`src/rtl/alpu_pkg.sv`:
```
// ---------------------------------------------------------------------------
// alpu_pkg
// Shared types and constants for the ALU pipeline blocks.
//   alpu_opcode_t          : 4-bit ALU opcode
//   iq_entry_t             : one instruction-queue entry {instr, op1, op2, opd}
//   ALPU_OPERAND_WIDTH     : width of each register operand index
//   ALPU_IQ_DEPTH_DEFAULT  : default instruction-queue depth
// ---------------------------------------------------------------------------
package alpu_pkg;

    localparam int ALPU_OPERAND_WIDTH    = 4;
    localparam int ALPU_IQ_DEPTH_DEFAULT = 4;

    typedef logic [3:0] alpu_opcode_t;

    typedef struct packed {
        alpu_opcode_t                  instr;
        logic [ALPU_OPERAND_WIDTH-1:0] op1;
        logic [ALPU_OPERAND_WIDTH-1:0] op2;
        logic [ALPU_OPERAND_WIDTH-1:0] opd;
    } iq_entry_t;

endpackage

```
`src/rtl/alpu_iqueue_mem.sv`:
```
// ---------------------------------------------------------------------------
// alpu_iqueue_mem
// DEPTH x iq_entry_t register file for the instruction queue.
// One synchronous write port, one asynchronous (combinational) read port.
// Contents are intentionally not reset; occupancy lives in the controller.
// Ports:
//   clk       : clock
//   i_wrEn    : write enable
//   i_wrAddr  : write address
//   i_wrData  : write data
//   i_rdAddr  : read address
//   o_rdData  : read data (combinational)
// ---------------------------------------------------------------------------
module alpu_iqueue_mem
    import alpu_pkg::*;
#(
    parameter int DEPTH = ALPU_IQ_DEPTH_DEFAULT,
    localparam int AW   = $clog2(DEPTH)
) (
    input  logic          clk,
    input  logic          i_wrEn,
    input  logic [AW-1:0] i_wrAddr,
    input  iq_entry_t     i_wrData,
    input  logic [AW-1:0] i_rdAddr,
    output iq_entry_t     o_rdData
);

    iq_entry_t r_mem [DEPTH];

    always_ff @(posedge clk) begin
        if (i_wrEn) begin
            r_mem[i_wrAddr] <= i_wrData;
        end
    end

    assign o_rdData = r_mem[i_rdAddr];

endmodule

```
`src/rtl/alpu_iqueue.sv`:
```
// ---------------------------------------------------------------------------
// alpu_iqueue
// In-order instruction queue feeding one ALU execution unit. First-word-
// fall-through on the issue side; enq_ready_o depends only on the registered
// count, so there is no combinational issue-to-enqueue path.
// Optional feature macro: ALPU_IQUEUE_BYPASS_EN
//   When defined, an instruction offered to an empty queue is presented on the
//   issue side in the same cycle, and is never written if consumed at once.
// Ports:
//   clk, reset_n                         : clock, async active-low reset
//   enq_valid_i / enq_ready_o            : enqueue handshake
//   enq_instr_i, enq_op1/op2/opd_i       : incoming instruction
//   iss_valid_o / iss_ready_i            : issue handshake
//   iss_instr_o, iss_op1/op2/opd_o       : head instruction (zero when invalid)
//   flush_i                              : synchronous discard of all entries
//   count_o                              : occupied entries
// OPERAND_WIDTH must equal alpu_pkg::ALPU_OPERAND_WIDTH (entry type width).
// ---------------------------------------------------------------------------
module alpu_iqueue
    import alpu_pkg::*;
#(
    parameter int OPERAND_WIDTH = ALPU_OPERAND_WIDTH,
    parameter int DEPTH         = ALPU_IQ_DEPTH_DEFAULT
) (
    input  logic                     clk,
    input  logic                     reset_n,
    input  logic                     enq_valid_i,
    output logic                     enq_ready_o,
    input  logic [3:0]               enq_instr_i,
    input  logic [OPERAND_WIDTH-1:0] enq_op1_i,
    input  logic [OPERAND_WIDTH-1:0] enq_op2_i,
    input  logic [OPERAND_WIDTH-1:0] enq_opd_i,
    output logic                     iss_valid_o,
    input  logic                     iss_ready_i,
    output logic [3:0]               iss_instr_o,
    output logic [OPERAND_WIDTH-1:0] iss_op1_o,
    output logic [OPERAND_WIDTH-1:0] iss_op2_o,
    output logic [OPERAND_WIDTH-1:0] iss_opd_o,
    input  logic                     flush_i,
    output logic [$clog2(DEPTH):0]   count_o
);

    localparam int PW = $clog2(DEPTH);
    localparam int CW = PW + 1;
    localparam logic [CW-1:0] FULL_COUNT = CW'(DEPTH);

    logic [PW-1:0] r_wrPtr;
    logic [PW-1:0] r_rdPtr;
    logic [CW-1:0] r_count;

    iq_entry_t w_enqEntry;
    iq_entry_t w_headEntry;
    iq_entry_t w_issEntry;
    logic      w_issValid;
    logic      w_enqReady;
    logic      w_bypass;
    logic      w_bypassTake;
    logic      w_enqFire;
    logic      w_deqFire;
    logic      w_pushMem;
    logic      w_popMem;

    assign w_enqEntry.instr = enq_instr_i;
    assign w_enqEntry.op1   = enq_op1_i;
    assign w_enqEntry.op2   = enq_op2_i;
    assign w_enqEntry.opd   = enq_opd_i;

    assign w_enqReady = (r_count != FULL_COUNT);

`ifdef ALPU_IQUEUE_BYPASS_EN
    // Empty queue: the offered instruction is shown directly as the head.
    assign w_bypass = (r_count == '0) && enq_valid_i && !flush_i;
`else
    assign w_bypass = 1'b0;
`endif

    // Head selection; payload is forced to zero whenever nothing is valid.
    always_comb begin
        w_issValid = 1'b0;
        w_issEntry = '0;
        if (r_count != '0) begin
            w_issValid = 1'b1;
            w_issEntry = w_headEntry;
        end else if (w_bypass) begin
            w_issValid = 1'b1;
            w_issEntry = w_enqEntry;
        end
    end

    assign w_enqFire    = enq_valid_i && w_enqReady && !flush_i;
    assign w_deqFire    = w_issValid && iss_ready_i && !flush_i;
    // A bypassed instruction consumed in the same cycle never touches storage.
    assign w_bypassTake = w_bypass && iss_ready_i;
    assign w_pushMem    = w_enqFire && !w_bypassTake;
    assign w_popMem     = w_deqFire && !w_bypassTake;

    alpu_iqueue_mem #(
        .DEPTH (DEPTH)
    ) u_mem (
        .clk      (clk),
        .i_wrEn   (w_pushMem),
        .i_wrAddr (r_wrPtr),
        .i_wrData (w_enqEntry),
        .i_rdAddr (r_rdPtr),
        .o_rdData (w_headEntry)
    );

    // Pointers wrap naturally at DEPTH (power of two); flush has priority.
    always_ff @(posedge clk or negedge reset_n) begin
        if (!reset_n) begin
            r_wrPtr <= '0;
            r_rdPtr <= '0;
            r_count <= '0;
        end else if (flush_i) begin
            r_wrPtr <= '0;
            r_rdPtr <= '0;
            r_count <= '0;
        end else begin
            if (w_pushMem) begin
                r_wrPtr <= r_wrPtr + 1'b1;
            end
            if (w_popMem) begin
                r_rdPtr <= r_rdPtr + 1'b1;
            end
            case ({w_pushMem, w_popMem})
                2'b10:   r_count <= r_count + 1'b1;
                2'b01:   r_count <= r_count - 1'b1;
                default: r_count <= r_count;
            endcase
        end
    end

    assign enq_ready_o = w_enqReady;
    assign iss_valid_o = w_issValid;
    assign iss_instr_o = w_issEntry.instr;
    assign iss_op1_o   = w_issEntry.op1;
    assign iss_op2_o   = w_issEntry.op2;
    assign iss_opd_o   = w_issEntry.opd;
    assign count_o     = r_count;

endmodule
```
`config.mk`:
```
export PLATFORM = sky130hd
export DESIGN_NAME = alpu_iqueue
export DESIGN_NICKNAME = d
export VERILOG_FILES = /design/src/rtl/alpu_pkg.sv /design/src/rtl/alpu_iqueue_mem.sv /design/src/rtl/alpu_iqueue.sv
export SDC_FILE = /design/constraint.sdc
export NUM_CORES = 1
export LEC_CHECK = 0
export CORE_MARGIN = 2
export CORE_UTILIZATION = 40
export DETAILED_ROUTE_END_ITERATION = 8
export GPL_TIMING_DRIVEN = 0
export HOLD_SLACK_MARGIN = 0.08
export PLACE_DENSITY = 0.66
export REMOVE_ABC_BUFFERS = 1
export SETUP_SLACK_MARGIN = 0.15
export SLEW_MARGIN = 15
export SYNTH_ARGS = -nofsm -noshare
export SYNTH_HDL_FRONTEND = slang
export SYNTH_SLANG_ARGS = --single-unit
```
`constraint.sdc`:
```
create_clock -name clk -period 2.9 [get_ports clk]
set_clock_uncertainty 0.15 [all_clocks]
set_input_delay 0.87 -clock clk [delete_from_list [all_inputs] [get_ports clk]]
set_output_delay 0.87 -clock clk [all_outputs]
set_load 0.01 [all_outputs]
```
# Word-level counts from Yosys, hierarchy flattened
# Memories as Yosys holds them, arrays and structs flattened.
# Cells that the tools add are included.
[classes]
mux = 10
n_eq_ne = 3
addsub = 4
reduce_logical = 9
[op_table]
columns = ["operator", "count"]
rows = [
  ["16-bit two-way mux", 1],
  ["2-bit two-way mux", 4],
  ["3-bit case mux with 2 select lines", 1],
  ["3-bit nonzero test", 2],
  ["2-bit by 1-bit adder with 2-bit output (second input constant)", 2],
  ["1-bit logical AND", 4],
  ["2-bit nonzero test", 2],
  ["3-bit by 1-bit adder with 3-bit output (second input constant)", 1],
  ["1-bit two-way mux", 3],
  ["3-bit two-way mux", 1],
  ["3-bit != test (second input constant)", 1],
  ["3-bit by 1-bit subtractor with 3-bit output (second input constant)", 1],
  ["2-bit by 1-bit == test with 1-bit output (second input constant)", 1],
  ["2-bit == test (second input constant)", 1],
  ["1-bit logical NOT", 1],
]
[totals]
ff_bits = 7
ram_bits = 64
n_memories = 1
input_bits = 21
out_inout_bits = 21
elab_cells = 30
[memory_table]
columns = ["memory", "words", "word_bits", "read_ports", "rd_ports_with_merged_regs", "write_ports", "line", "source"]
rows = [
  ["u_mem.r_mem", 4, 16, 1, 0, 1, "alpu_iqueue_mem.sv:28", "iq_entry_t r_mem [DEPTH];"],
]

# Logic depth before layout (Yosys ltp)
[depth]
ltp_word = 7
ltp_mapped = 8
ltp_nobuf = 7

# By module
# Synthesis repeated with hierarchy kept, for this count alone.
[unflattened]
hier_cells = 157
area_unflattened_um2 = 2985.4
[modules_own_cells]
columns = ["mod", "cells_each", "seq_area_each_um2", "area_each_um2", "n_inst"]
rows = [
  ["alpu_iqueue_mem", 88, 1921.8, 2377.3, 1],
  ["alpu_iqueue", 69, 175.2, 608.1, 1],
]

# Worst setup path before layout
# OpenSTA, ideal clock, no wires.
[synth_path]
path_kind = "input port to flip-flop"
startpoint = "in enq_valid_i"
endpoint = "mem u_mem.r_mem[0][0] in the netlist's numbering (enable)"
arrival_ns = 2.424
required_time_ns = 2.337
setup_time_ns = 0.413
path_buffers = 1
setup_slack_ns = -0.087
path_stages = 3
cell_sequence = "buf_2 nand2_1 nor3b_1"
[synth_via]
elab_chain_len = 4
[synth_rtl]
columns = ["element", "line", "source"]
rows = [
  ["start, declared", "alpu_iqueue.sv:27", "input logic enq_valid_i,"],
  ["1-bit logical AND (2 in series)", "alpu_iqueue.sv:90", "assign w_enqFire = enq_valid_i && w_enqReady && !flush_i;"],
  ["1-bit two-way mux", "alpu_iqueue_mem.sv:31", "if (i_wrEn) begin"],
  ["1-bit two-way mux (implied by the code)", "alpu_iqueue_mem.sv:32", "r_mem[i_wrAddr] <= i_wrData;"],
  ["end, declared", "alpu_iqueue_mem.sv:28", ""],
]
# Every way passes these cells.

# Final worst setup path
[layout_path]
startpoint = "reg r_rdPtr[0]"
endpoint = "out iss_op1_o[3]"
[layout_via]
elab_chain_len = 2
[layout_rtl]
columns = ["element", "line", "source"]
rows = [
  ["start, declared", "alpu_iqueue.sv:48", "logic [PW-1:0] r_rdPtr;"],
  ["start signal, assigned", "alpu_iqueue.sv:123", "r_rdPtr <= r_rdPtr + 1'b1;"],
  ["memory read 4 x 16 bit", "--", ""],
  ["16-bit two-way mux", "alpu_iqueue.sv:81", "if (r_count != '0) begin"],
  ["end, declared", "alpu_iqueue.sv:36", "output logic [OPERAND_WIDTH-1:0] iss_op1_o,"],
]
# Every way passes these cells.

==> flow_metrics.py <==
metrics = {
    "detailed_routing": {
        "firstDrtPassIters": 4,
        "drt_iter0_markers": 69,
        "ant_nets": 0,
        "top_layer": "met4",
        "routed_wl_mm": 5.607,
        "met3_length_um": 296,
        "num_vias": 1679,
        "drc": 0,
        "viasPerCell": 5.057,
        "met2_length_mm": 2.845,
        "drt-met1-wl_mm": 2.378,
        "wl_per_cell_um": 16.89,
    },
    "timing": {
        "period_minus_slack_ns": 2.828,
        "drv_slew": 0,
        "setup_violations": 0,
        "max_freq_mhz": 353.7,
        "finalCritPeriodShare": 0.9750,
        "rsz0062_at_grt": "yes",
        "worst_slew_pin_slew_ns": 0.4240,
        "max_slew_margin": 0.7173,
        "hold_violations": 0,
        "fin_tns_setup_ns": 0,
    },
    "placement": {
        "portBuffers": 41,
        "dp_hpwl_mm": 3.427,
        "placed_area_sq_um": 3530,
        "gp_congestion": 0.7340,
        "placed_cells": 300,
    },
    "setup_path": {
        "required_ns": 1.88,
        "critPathArrivalTime_ns": 1.81,
        "reg2reg_depth": 7,
        "reg2reg_from": "count_o[1]",
        "crit_type": "register to output port",
        "start_kind": "register",
        "worst_setup_path_end_kind": "output port",
        "startpoint": "r_rdPtr[0]",
        "cp_max_fo": 5,
        "endpoint": "iss_op1_o[3]",
        "reg2reg_to": "count_o[2]",
        "r2r_slack_ns": 0.41,
    },
    "final_layout": {
        "fin_util": 0.5311,
        "synthToLayoutAreaGrowth_pct": 29.10,
        "layout.nets": 254,
        "drive_above_1_share": 0.3605,
        "antenna_cells": 0,
        "fillers": 606,
        "finalInstanceArea_sq_um": 3852,
        "finalNonFillerCells": 332,
    },
    "cts": {
        "cts_tree": "done",
        "worstSkewPairLatency_ns": 0.34,
        "cts-htree-levels": 3,
        "numCtsBuffers": 9,
        "clock-sinks": 71,
        "cts_hold_buffers": 0,
        "cts_root_buf": "clkbuf_8",
        "cts_buffer_depth": 2,
        "clkTransAtPathRegs_ns": 0.06,
    },
    "global_routing": {
        "grt_start_max_net_pins": 18,
        "grt_pass1_wl_mm": 9.114,
        "first_global_vias": 1770,
        "track_usage": 0.1499,
        "gr-total-overflow": 0,
        "antenna_found_initial": 0,
    },
    "power": {
        "max-vdd-ir-drop_v": 0.0002290,
        "leakagePower_nw": 1.351,
        "powerDensity_nw_per_um2": 584.0,
    },
    "synth": {
        "ys.flop_type": "edfxtp_1",
        "synthesis.instances": 165,
        "seq_area_frac_synth": 0.7027,
        "ys_top_cells_by_area": "edfxtp_1, mux4_2, dfrtp_1",
        "syn_avg_cell_area_sq_um": 18.09,
        "synth_area_leader_cell": "edfxtp_1",
        "synth.most_common_cell": "edfxtp_1",
        "syn_area_sq_um": 2984,
        "synthDominantCellAreaShare": 0.6440,
        "async_flop_share": 0.09859,
        "ys_warn_count": 0,
        "synth_edf_count": 64,
        "yosys_register_bits": 71,
        "synth_common_cells": "edfxtp_1, and2_1, mux4_2",
        "ys_types": 32,
    },
    "hold_path": {
        "holdCritPathClass": "register to register",
    },
    "floorplan": {
        "die_h_um": 90.37,
        "start_util": 0.4114,
        "fp.dieW_um": 90.37,
        "row_count": 31,
        "fp.dieArea_sq_um": 8167,
        "num_io_pins": 42,
        "core_sq_um": 7253,
    },
    "run_status": {
        "status": "finished, final reports clean",
    },
    "job": {
        "maxCapViolations": 0,
    },
}
[final cells by class]
cell class                 instances  area, sq um  area share
inverter                           6        22.52    0.005846
clock inverter                     2        7.507    0.001949
multi-input combinational         78        884.6      0.2296
clock buffer                      14        142.6     0.03703
tap                               99        123.9     0.03215
timing repair buffer              62        565.5      0.1468
sequential                        71         2106      0.5466
[kinds of logic (layout without fill, tap and decap cells)]
logic type	after synthesis	count (layout)	synth area share
xor+xnor	4	4	0.01174
simple gates	33	34	0.06919
fa+ha+maj	5	5	0.02348
mux	16	16	0.1208
compound gates	19	19	0.04403
buf+inv	17	84	0.02809
flops	71	71	0.7027
[power by group]
group / switching [mW] / internal (mW)
sequential: 0.0257 / 1.15
combinational: 0.187 / 0.253
clock: 0.323 / 0.307
total: 0.536 / 1.71
[per-stage QoR]
step           setup WS, ns  total power [mW]  hold slack, ns
2_1_floorplan       0.08949             1.380          0.4012
3_3_place_gp         -1.708             1.556          0.4347
3_5_place_dp        -0.4917             1.568          0.4479
4_1_cts             0.05209             2.243          0.4582
5_1_grt            0.008436             2.359          0.4778
6_report            0.07247             2.250          0.4651
[cell usage in the layout (no fill, tap or decap), drive strengths merged, types with 6 or more instances in the layout]
cell type      Yosys  routed
and2              16      16
buf                9      37
clkbuf             2      15
clkdlybuf4s50      0      20
dfrtp              7       7
edfxtp            64      64
inv                6       6
mux4              16      16
nor3b              6       6
[repair_timing]
item	in CTS	in global routing
pin swaps	11	6
resized for setup	87	14
cloned	1	0
buffers inserted	13	2
endpoints found under the hold margin	0	0
setup endpoints to repair	45	17
[metal layers]
| layer | vias up | track usage |
|---|---|---|
| li1 | 772 | - |
| met1 | 852 | 0.1744 |
| met2 | 44 | 0.2538 |
| met3 | 11 | 0.05008 |
| met4 | 0 | 0.06538 |
| met5 | - | 0 |
[flip-flops by register name, indices dropped and copies added (netlist names)]
signal       cells
u_mem.r_mem     64
count_o          3
r_rdPtr          2
r_wrPtr          2
[critical path: stages, from the launching register on]
cell,delay [ns]
dfrtp_4,0.51
buf_12,0.15
buf_12,0.13
mux4_2,0.40
and2_1,0.15
buf_2,0.13
[worst min path at each step]
stage,startpoint,endpoint,slack (ns),cells after the start
after floorplan,r_wrPtr[0],r_wrPtr[0],0.40,2
after global placement,r_wrPtr[1],r_wrPtr[1],0.43,2
after detailed placement,r_wrPtr[1],r_wrPtr[1],0.45,2
after CTS,r_wrPtr[1],r_wrPtr[1],0.46,2
after global routing,r_wrPtr[1],r_wrPtr[1],0.48,2
final,r_wrPtr[1],r_wrPtr[1],0.47,2
Note: power is estimated with default switching activity, not from simulation.
